===== src/rtl/uart_rx_oversampled.sv =====
// UART receiver driven by a 16x oversample strobe: samples start, data and stop bits
// at their midpoints and reports each completed frame with a one-clk done pulse.
module uart_rx_oversampled #(
   parameter int DBIT    = 8,
   parameter int SB_TICK = 16
) (
   input  logic            clk,
   input  logic            reset,
   input  logic            s_tick,
   input  logic            rx,
   output logic [DBIT-1:0] dout,
   output logic            rx_done_tick,
   output logic            frame_err,
   output logic            rx_busy
);

   typedef enum logic [1:0] {IDLE, START, DATA, STOP} state_t;

   localparam logic [4:0] START_MID   = 5'd7;
   localparam logic [4:0] BIT_LAST    = 5'd15;
   localparam logic [4:0] STOP_SAMPLE = 5'd15;
   localparam logic [4:0] STOP_LAST   = 5'(SB_TICK - 1);
   localparam logic [2:0] N_LAST      = 3'(DBIT - 1);

   state_t          state;
   logic            rx_meta;
   logic            rx_s;
   logic [4:0]      s_cnt;
   logic [2:0]      n_cnt;
   logic [DBIT-1:0] b;
   logic            stop_sample;

   // Synchronizer flops reset high so a released reset looks like an idle line.
   always_ff @(posedge clk or posedge reset) begin
      if (reset) begin
         rx_meta <= 1'b1;
         rx_s    <= 1'b1;
      end else begin
         rx_meta <= rx;
         rx_s    <= rx_meta;
      end
   end

   always_ff @(posedge clk or posedge reset) begin
      if (reset) begin
         state        <= IDLE;
         s_cnt        <= '0;
         n_cnt        <= '0;
         b            <= '0;
         stop_sample  <= 1'b1;
         dout         <= '0;
         frame_err    <= 1'b0;
         rx_done_tick <= 1'b0;
      end else begin
         rx_done_tick <= 1'b0;
         case (state)
            IDLE: begin
               if (!rx_s) begin
                  state <= START;
                  s_cnt <= '0;
               end
            end
            START: begin
               if (s_tick) begin
                  if (s_cnt == START_MID) begin
                     // A line back high at mid start bit is a glitch, not a frame.
                     if (!rx_s) begin
                        state <= DATA;
                        s_cnt <= '0;
                        n_cnt <= '0;
                     end else begin
                        state <= IDLE;
                     end
                  end else begin
                     s_cnt <= s_cnt + 5'd1;
                  end
               end
            end
            DATA: begin
               if (s_tick) begin
                  if (s_cnt == BIT_LAST) begin
                     s_cnt <= '0;
                     b     <= {rx_s, b[DBIT-1:1]};
                     if (n_cnt == N_LAST) begin
                        state <= STOP;
                     end else begin
                        n_cnt <= n_cnt + 3'd1;
                     end
                  end else begin
                     s_cnt <= s_cnt + 5'd1;
                  end
               end
            end
            STOP: begin
               if (s_tick) begin
                  if (s_cnt == STOP_SAMPLE) begin
                     stop_sample <= rx_s;
                  end
                  if (s_cnt == STOP_LAST) begin
                     // With one stop bit the sample and the exit share a tick.
                     state        <= IDLE;
                     s_cnt        <= '0;
                     dout         <= b;
                     frame_err    <= ~((s_cnt == STOP_SAMPLE) ? rx_s : stop_sample);
                     rx_done_tick <= 1'b1;
                  end else begin
                     s_cnt <= s_cnt + 5'd1;
                  end
               end
            end
            default: state <= IDLE;
         endcase
      end
   end

   assign rx_busy = (state != IDLE);

endmodule


===== config.mk =====
export PLATFORM = sky130hd
export DESIGN_NAME = uart_rx_oversampled
export DESIGN_NICKNAME = d
export VERILOG_FILES = /design/src/rtl/uart_rx_oversampled.sv
export SDC_FILE = /design/constraint.sdc
export NUM_CORES = 1
export LEC_CHECK = 0
export ABC_AREA = 1
export BUFFER_PORTS_ARGS = -buffer_cell sky130_fd_sc_hd__buf_2
export CORE_MARGIN = 2
export CORE_UTILIZATION = 40
export CTS_CLUSTER_DIAMETER = 40
export DETAILED_ROUTE_END_ITERATION = 10
export PLACE_DENSITY = 0.64
export SKIP_LAST_GASP = 1
export SYNTH_ARGS = -nofsm -noshare
export SYNTH_HDL_FRONTEND = slang
export SYNTH_SLANG_ARGS = --single-unit

===== constraint.sdc =====
create_clock -name clk -period 2.4 [get_ports clk]
set_input_delay 0.24 -clock clk [delete_from_list [all_inputs] [get_ports clk]]
set_output_delay 0.24 -clock clk [all_outputs]
set_load 0.02 [all_outputs]

==> Word level (Yosys, flattened, before mapping) <==
Index checks and enable logic that the tools add are counted.
{ "word_totals": {"ff_bits": 31, "latch_bits": 0, "ram_bits": 0, "romBits": 0, "input_bits": 4, "out_inout_bits": 11, "word_cells": 67, "memories": 0} }
{ "op_classes": {"add_sub_neg": 2, "mul": 0, "n_div": 0, "order_cmp": 0, "n_eq_ne": 17, "n_shift": 0, "muxes": 27, "bitwise_logic": 1, "n_reduce_logical": 10} }
{ "ops": {"columns": ["op", "n"], "rows": [
  ["$mux 5", 5],
  ["$ne 2x2->1 const B", 10],
  ["$mux 2", 9],
  ["$mux 3", 6],
  ["$pmux 5 s3", 1],
  ["$pmux 2 s4", 1],
  ["$reduce_and 8->1", 1],
  ["$reduce_and 7->1", 1],
  ["$pmux 3 s2", 1],
  ["$reduce_and 3->1", 2],
  ["$add 5x1->5 const B", 1],
  ["$eq 5x3->1 const B", 1],
  ["$eq 5x4->1 const B", 1],
  ["$eq 2x2->1 const B", 2],
  ["$mux 1", 4],
  ["$reduce_and 2->1", 2],
  ["$reduce_bool 2->1", 2],
  ["$add 3x1->3 const B", 1],
  ["$eq 3x3->1 const B", 1],
  ["$eq 2x1->1 const B", 1],
  ["$logic_not 2->1", 1],
  ["$ne 2x1->1 const B", 1],
  ["$reduce_or 2->1", 1],
  ["$not 1->1", 1]
]} }

==> Logic depth before layout (Yosys ltp) <==
{ "logic_depth": {"word_depth": 5, "mapped_depth": 12, "depth_no_buf": 11} }

==> Least setup slack after synthesis <==
No wires, ideal clock.
{ "synth_path": {"path_type": "register -> register", "from": "register s_cnt[0]", "to": "register b[2]", "setup_ns": 0.125, "arrival_ns": 1.686, "required_ns": 2.275, "path_slack_ns": 0.589, "stages_incl_launch_ff": 12, "n_path_buf": 1, "synth_period_minus_slack_ns": 1.811, "path_cell_list": "dfrtp_1 -> ha_1 -> nand2_1 -> inv_1 -> nand2_1 -> inv_1 -> ha_1 -> nand2_1 -> inv_1 -> nand2_2 -> buf_6 -> mux2_4"} }
{ "synth_between": {"elab_chain_len": 2} }
{ "synth_rtl": {"columns": ["item", "line_no", "source"], "rows": [
  ["start: declaration", "28", "logic [4:0] s_cnt;"],
  ["start signal: assignment", "75", "s_cnt <= s_cnt + 5'd1;"],
  ["start signal: assignment", "90", "s_cnt <= s_cnt + 5'd1;"],
  ["start signal: assignment", "107", "s_cnt <= s_cnt + 5'd1;"],
  ["$eq 5x4->1", "81", "if (s_cnt == BIT_LAST) begin"],
  ["$reduce_and 3->1 (no source line)", null, null],
  ["end signal: assignment", "83", "b <= {rx_s, b[DBIT-1:1]};"],
  ["end: declaration", "30", "logic [DBIT-1:0] b;"]
]} }
No other way between the ends.
A chain may end at the register's enable or synchronous reset.

==> Worst setup path after layout <==
{ "layout_path": {"from": "register s_cnt[0]", "to": "register b[5]"} }
Same word-level chain as after synthesis.

==> metrics.yaml <==
timing:
  worstMarginPinSlew_ns: 0.3760
  tns_ns: 0
  slew_viol_final: 0
  fin_hold_ws_ns: 0.1892
  slew_headroom_pct: 74.93
  finalSetupViolCount: 0
  finClkSkew_ns: 0.01201
  clock.fmax_mhz: 506.5
  fin_crit_sh_pct: 82.27
  rsz0062_at_grt: "no"
  min_period_ns: 1.975
  hold_viol_final: 0
final_layout:
  multi_input_area_um2: 578.1
  antennaDiodeCount: 0
  area_growth_pct: 14.85
  fin_nets: 198
  final_area_mm2: 0.001635
  regArea_um2: 753.2
  drive_above_1_share_pct: 21.05
  fillers: 313
synthesis:
  yosysSeqAreaShare_pct: 52.90
  ys_top_cells_by_count: "nand2_1 (67), dfrtp_1 (28), inv_1 (16)"
  syn_inst: 168
  synth_fp_nets: 177
  avgSynthCellArea_um2: 8.475
  synth_top_cell_by_area: "dfrtp_1"
  synth_ff_type: "dfrtp_1"
  ys_ff_latch: 30
  yosys.cell_count.top_type: "nand2_1"
  synth_area_leaders: "dfrtp_1 (49%), nand2_1 (18%), ha_1 (4.4%)"
  syn_area_mm2: 0.001424
  synthArstFlopShare_pct: 100.0
  synth_top_cell_area_share_pct: 49.21
  synth.distinct_cells: 21
  synth-edff-count: 0
  ys_warn_count: 0
floorplan:
  core_area_mm2: 0.003390
  chipHeight_um: 63.66
  start_util_pct: 42.01
  rows: 21
  design.portCount: 15
  die_area_mm2: 0.004053
  die_x_um: 63.66
drt:
  initialDrtViolationCount: 29
  wl_per_cell_um: 10.72
  drc: 0
  via_per_inst: 4.619
  postRouteAntennaNets: 0
  dr.pass1.iters: 4
  via_count: 1090
  finalWirelength_mm: 2.529
grt:
  overflow: 0
  grt_usage_pct: 14.67
  grt_max_degree: 31
  grt_pass1_wl_mm: 4.526
  grt_pass1_vias: 1041
  antenna_found_initial: 0
clock_tree:
  cts_num_sinks: 30
  cts_setup_buffers: 0
  cts_tree: "yes"
  cts.clk_slew.worst_paths_ns: 0.10
  clock_path_buffers: 2
  clk_latency_ns: 0.33
  clockRootBuffer: "clkbuf_4"
  cts_inserted_buffers: 5
  h-tree-depth: 2
critical_path:
  cp-start-kind: "flop"
  arrival_ns: 2.20
  cp-end-kind: "flop"
  worstSetupPathType: "flop to flop"
  cp.required_ns: 2.63
  critical_path.max_fanout: 12
place:
  io_buffers: 14
  place_congestion: 0.9025
  dp.final_hpwl_mm: 1.863
  place_area_mm2: 0.001538
pwr:
  peakVddDrop_mv: 0.5484
  power_mw: 1.445
  leakage_nw: 0.9237
  powerDensity_mw_per_mm2: 883.7
outcome:
  outcome: "completed"
hold_path:
  hp-class: "input pin to flop"
run:
  drv_cap: 0
## cell type report
| cell class | count | area share, % |
|---|---|---|
| Timing Repair Buffer | 17 | 5.968 |
| Sequential cell | 30 | 46.06 |
| Tap cell | 46 | 3.520 |
| Multi-Input combinational cell | 116 | 35.35 |
| Clock buffer | 5 | 2.295 |
| Clock inverter | 3 | 2.448 |
| Inverter | 19 | 4.361 |
## flip-flops by register name, indices dropped and copies added, names as in the netlist, named ones only
register / cells
b: 8
dout: 8
s_cnt: 5
n_cnt: 3
frame_err: 1
rx_done_tick: 1
rx_meta: 1
rx_s: 1
state: 1
## repair_timing
action / in CTS / in global routing
resized for setup: 0 / 0
hold endpoints to repair: 29 / 0
hold buffers: 2 / 0
## cells in the final DEF (no fill, tap or decap), drive strengths merged
cell type,count
dfstp,2
nor2,14
bufinv,1
mux2,4
ha,5
dlygate4sd3,2
nand2,70
clkinv,2
nand3,7
clkbuf,5
a21oi,2
buf,15
xor2,1
dfrtp,28
nand3b,1
inv,19
o21ai,12
## metal layers
metal	part of all wire (%)	track usage, %
met1	48	18.60
met2	46	22.37
met3	3.8	4.821
met4	1.6	7.337
met5	0	0
## worst paths after layout
path,endpoint,slack (ns),start,depth (start not counted)
max,b[5],0.43,s_cnt[0],10
max in group asynchronous,rx_s,1.56,reset,4
max reg2reg,b[5],0.43,s_cnt[0],10
min reg2reg,rx_s,0.36,rx_meta,0
min,s_cnt[4],0.19,s_tick,3
min in group asynchronous,dout[3],0.51,reset,4
## stage by stage
stage / utilization [%] / worst slack [ns] / std cells
floorplan: - / 0.5885 / 168
global placement: 45.37 / 0.4970 / 226
detailed placement: 45.37 / 0.4337 / 226
CTS: 48.25 / 0.4241 / 236
global route: 48.25 / 0.2843 / 236
finish: 48.25 / 0.4255 / 236
## power breakdown
group / switching [mW] / internal [mW] / total [mW] / leakage [nW]
Sequential: 0.0791 / 0.566 / 0.645 / 0.400
Combinational: 0.273 / 0.138 / 0.411 / 0.479
Clock: 0.173 / 0.216 / 0.389 / 0.0450
Total: 0.525 / 0.920 / 1.45 / 0.924
## worst max-delay path: stages (launching register included)
cell and delay (ns):
dfrtp_1 0.42, ha_1 0.23, nand2_1 0.09, inv_1 0.05
nand2_1 0.07, inv_1 0.04, ha_1 0.21, nand2_1 0.13
inv_1 0.07, nand2_2 0.19, mux2_2 0.37
## cell families after synthesis
logic type	Yosys count	synth area share [%]
buf+inv	22	6.503
simple gates	92	26.71
fa+ha+maj	5	4.394
xor+xnor	1	0.6152
flops	30	52.90
mux	4	3.691
compound gates	14	5.184
No activity file was read; power rests on OpenSTA's default activity.
